**src/rtl/uart_receiver.sv**
```systemverilog
// 8N1 UART receiver: 2-flop RxD synchronizer, mid-bit sampling FSM, single-byte holding register.
// dataReady rises 2 + HALF_CYCLES + 9*BIT_CYCLES edges after the first edge that samples RxD low.
module uart_receiver #(
    parameter int BIT_CYCLES  = 49,
    parameter int HALF_CYCLES = BIT_CYCLES / 2
) (
    input  logic       clk,
    input  logic       reset,
    input  logic       RxD,
    input  logic       readAck,
    output logic [7:0] RxData,
    output logic       dataReady,
    output logic       frameError,
    output logic       overrun,
    output logic       isBusy
);

    localparam int CNT_W = (BIT_CYCLES > 1) ? $clog2(BIT_CYCLES) : 1;
    localparam logic [CNT_W-1:0] BIT_LAST  = CNT_W'(BIT_CYCLES - 1);
    localparam logic [CNT_W-1:0] HALF_LAST = CNT_W'(HALF_CYCLES - 1);

    typedef enum logic [2:0] {
        IDLE,
        START,
        DATA,
        STOP,
        WAIT_HIGH
    } rxState_t;

    rxState_t         state, stateNext;
    logic [CNT_W-1:0] cnt, cntNext;
    logic [2:0]       bitIdx, bitIdxNext;
    logic [7:0]       shiftReg, shiftNext;
    logic [7:0]       dataNext;
    logic             readyNext, frameErrNext, overrunNext;
    logic             rxMeta, rxs;

    always_ff @(posedge clk or negedge reset) begin
        if (!reset) begin
            rxMeta     <= 1'b1;
            rxs        <= 1'b1;
            state      <= IDLE;
            cnt        <= '0;
            bitIdx     <= '0;
            shiftReg   <= '0;
            RxData     <= '0;
            dataReady  <= 1'b0;
            frameError <= 1'b0;
            overrun    <= 1'b0;
        end else begin
            rxMeta     <= RxD;
            rxs        <= rxMeta;
            state      <= stateNext;
            cnt        <= cntNext;
            bitIdx     <= bitIdxNext;
            shiftReg   <= shiftNext;
            RxData     <= dataNext;
            dataReady  <= readyNext;
            frameError <= frameErrNext;
            overrun    <= overrunNext;
        end
    end

    always_comb begin
        stateNext    = state;
        cntNext      = cnt;
        bitIdxNext   = bitIdx;
        shiftNext    = shiftReg;
        dataNext     = RxData;
        readyNext    = dataReady;
        frameErrNext = 1'b0;
        overrunNext  = 1'b0;

        if (readAck && dataReady) begin
            readyNext = 1'b0;
        end

        case (state)
            IDLE: begin
                if (!rxs) begin
                    stateNext = START;
                    cntNext   = '0;
                end
            end
            START: begin
                if (cnt == HALF_LAST) begin
                    cntNext    = '0;
                    bitIdxNext = '0;
                    stateNext  = rxs ? IDLE : DATA;
                end else begin
                    cntNext = cnt + CNT_W'(1);
                end
            end
            DATA: begin
                if (cnt == BIT_LAST) begin
                    shiftNext  = {rxs, shiftReg[7:1]};
                    cntNext    = '0;
                    bitIdxNext = bitIdx + 3'd1;
                    if (bitIdx == 3'd7) begin
                        stateNext = STOP;
                    end
                end else begin
                    cntNext = cnt + CNT_W'(1);
                end
            end
            STOP: begin
                if (cnt == BIT_LAST) begin
                    cntNext = '0;
                    if (rxs) begin
                        // A coincident ack consumes the old byte, so the new one is not an overrun.
                        dataNext    = shiftReg;
                        readyNext   = 1'b1;
                        overrunNext = dataReady && !readAck;
                        stateNext   = IDLE;
                    end else begin
                        frameErrNext = 1'b1;
                        stateNext    = WAIT_HIGH;
                    end
                end else begin
                    cntNext = cnt + CNT_W'(1);
                end
            end
            WAIT_HIGH: begin
                if (rxs) begin
                    stateNext = IDLE;
                end
            end
            default: begin
                stateNext = IDLE;
            end
        endcase
    end

    assign isBusy = (state != IDLE);

endmodule

```
**config.mk**
```make
export PLATFORM = sky130hd
export DESIGN_NAME = uart_receiver
export DESIGN_NICKNAME = d
export VERILOG_FILES = /design/src/rtl/uart_receiver.sv
export SDC_FILE = /design/constraint.sdc
export NUM_CORES = 1
export LEC_CHECK = 0
export ABC_AREA = 1
export CAP_MARGIN = 20
export CORE_ASPECT_RATIO = 0.6
export CORE_MARGIN = 8
export CORE_UTILIZATION = 55
export DETAILED_ROUTE_END_ITERATION = 8
export GPL_TIMING_DRIVEN = 1
export PLACE_DENSITY = 0.78
export REMOVE_ABC_BUFFERS = 1
export SETUP_SLACK_MARGIN = 0.5
export SYNTH_ARGS = -nofsm -noshare
export SYNTH_HDL_FRONTEND = slang
export SYNTH_SLANG_ARGS = --single-unit
```
**constraint.sdc**
```tcl
create_clock -name clk -period 1.6 [get_ports clk]
set_clock_uncertainty 0.05 [all_clocks]
set_input_delay 0.32 -clock clk [delete_from_list [all_inputs] [get_ports clk]]
set_output_delay 0.32 -clock clk [all_outputs]
set_load 0.1 [all_outputs]
```
==> results.txt <==
Status: complete, but fails checks
Violated checks: setup timing
Fraction of layout cells with a size suffix above 1: 0.509
I/O Buffers: 15
Power Dens Cells: 1190 nW/um^2
Most frequent cell after synthesis: nand2_1
Clk sink count: 33
GP Congestion: 0.958
Root buffer cell: clkbuf_8
Post-DP HPWL: 2.43 mm
Max-cap violations: 0
Critical Path AT: 1830 ps
Hold Startpoint: rxMeta
Slack of the critical path: -102 ps
Post-Syn Area: 1540 um^2
Initial antenna violation count: 0
Yosys top cell by area: dfrtp_1
CTS Buffer Depth: 2
Die Ht: 57.0 um
CP Buf/Inv Count: 1
Total number of yosys warnings: 0
Num CTS Buffers: 5
DRT iter0 DRCs: 160
Dominant cells by area after synthesis: dfrtp_1 (50%), nand2_1 (12%), inv_1 (5.3%), o21ai_0 (4.5%), o21ai_2 (4.5%)
Hold-fix buffers at CTS: 0
Hold path cells: 0
DR vias: 1602
Sequential fraction of the synthesis area: 0.536
First-pass GRT wire length: 6.80 mm
Hold Fails Final Rpt: 0
H-tree depth: 2
Final WL: 5.57 mm
Worst slew margin: 0.755
Clock transition at path regs: 70 ps
Post-synthesis cell type count: 24
EDFF count, synth: 0
Synth Flop Type: dfrtp_1
Worst r2r src: cnt[1]
Slew Limit Fails: 0
Die Width: 84.4 um
Fin nets: 236
Fin crit period: 1700 ps
Largest net degree at the start of global routing: 34
Critical path's most frequent cell: nand2_1
Vias/cell: 6.11
Row count: 15
Worst-Margin Slew: 364 ps
Cells along the critical path: buf_6 > ha_4 > nand2_1 > nor2_1 > nand2_1 > nand2_2 > nand2_4 > o21bai_1 > nand2_1
Peak supply drop: 0.870 mV
Post-synth top area share: 0.502
Fmax: 588 MHz
Period Utilization, post-route: 1.06
Core area: 2780 um^2
Initial Util: 0.556
DRC: 0
Worst Setup SP: cnt[1]
Area after DPL: 1890 um^2
Antenna-violating nets left: 0
Setup TNS Final: -400 ps
Crit. End Element: flip-flop
Area delta synth->final: 63.0%
Unrepaired setup endpoints after global routing: yes
CP required: 1730 ps
Pre-CTS setup slack: 13.1 ps
Ant diodes: 0
First-pass iteration count of the detailed router: 6
WS Path Type: flip-flop to flip-flop
Slowest CP cell: dfrtp_1
Vias in the first global route: 1426
GRT Resource Usage Total: 0.179
Top post-synthesis cells by count: nand2_1 (48), dfrtp_1 (31), inv_1 (22)
Final setup viols: 12
Syn_area_per_cell: 8.92 um^2
HP Class: flip-flop to flip-flop
Critical path depth: 9
Setup crit start kind: flip-flop
Async SR Flop Fraction: 1.00
Crit path max-delay family: simple AND/OR/NAND/NOR gates
Final global-route overflow total: 0
Die ar.: 4810 um^2
CTS tree: yes
Crit Path Max Fanout: 5
Synthesized flop and latch total: 33
Drt wl/cell: 21.3 um
Max incr delay on CP: 420 ps
Worst r2r path cells: 9
Clk Latency, worst-skew pair: 290 ps
Leakage Power: 1.19 nW
Design area: 2520 um^2
Cells after Synth: 173
IO Pins: 16
-- metrics by stage --
step / std cells / hold WS [ps] / utilization / total power, mW
global placement: 225 / 296 / 0.681 / 1.69
detailed placement: 225 / 305 / 0.681 / 1.72
finish: 262 / 311 / 0.906 / 3.01
CTS: 248 / 313 / 0.787 / 2.53
floorplan: 170 / -25.6 / - / 1.46
global route: 262 / 313 / 0.906 / 3.09
-- layer usage --
metal,track usage,vias up,wire (um)
li1,-,666,-
met1,0.205,770,2170
met2,0.296,129,2610
met3,0.0687,37,506
met4,0.0779,0,286
met5,0,-,0
-- report_power, final --
| group | switching, mW | internal (mW) |
|---|---|---|
| logic | 0.808 | 0.558 |
| clock network | 0.299 | 0.341 |
| registers | 0.0963 | 0.906 |
-- worst register-to-register path, stage by stage, from the launching register on --
cell      delay (ps)
dfrtp_1          420
buf_6            140
ha_4             140
nand2_1           70
nor2_1           150
nand2_1          130
nand2_2          140
nand2_4          110
o21bai_1         190
nand2_1           70
-- state kept, by name (all words and copies together), names as in the netlist, 3 cells and up --
name and count:
RxData 8, shiftReg 8, cnt 6, bitIdx 3, state 3
-- layout make-up --
class | count | area [um^2]
Multi-Input combinational cell | 114 | 827
Tap cell | 34 | 42.5
Sequential cell | 33 | 832
Fill cell | 102 | 260
Inverter | 23 | 93.8
Clock buffer | 7 | 86.3
Timing Repair Buffer | 51 | 636
-- repair_timing --
item	4_1_cts	5_1_grt
cloned	1	1
pin swaps	2	18
buffers inserted	15	13
endpoints found under the setup margin	43	43
resized for setup	31	61
-- path summary, 6_finish.rpt --
kind,end,slack (ps)
worst max-delay path,state[1],-100
worst min-delay path,rxs,310
worst max register to register,state[1],-100
worst min register to register,rxs,310
max in group asynchronous,rxs,900
min in group asynchronous,RxData[3],350
-- kinds of logic after synthesis --
group / Yosys count / synth area share
buffers and inverters: 26 / 0.0713
AOI/OAI and AO/OA: 26 / 0.109
xor gates and xnor gates: 1 / 0.00567
adders and majority gates: 4 / 0.0324
and+or+nand+nor: 83 / 0.246
DFF: 33 / 0.536
-- layout by cell type (no fill, tap or decap), types with 3 or more instances in the layout --
cell type and instances:
nand2_2 12, o21ai_1 6, nand2_4 10, nand2_1 28, dfrtp_1 28, buf_4 21
clkdlybuf4s50_1 3, o21ai_2 14, inv_2 3, buf_12 14, nand3_1 9, dfrtp_2 3
inv_1 18, buf_6 10, nand4_1 5, clkbuf_8 6, nand3_2 3, nor2_4 5
nor2_1 5
Power figures use the tool's default switching activity.
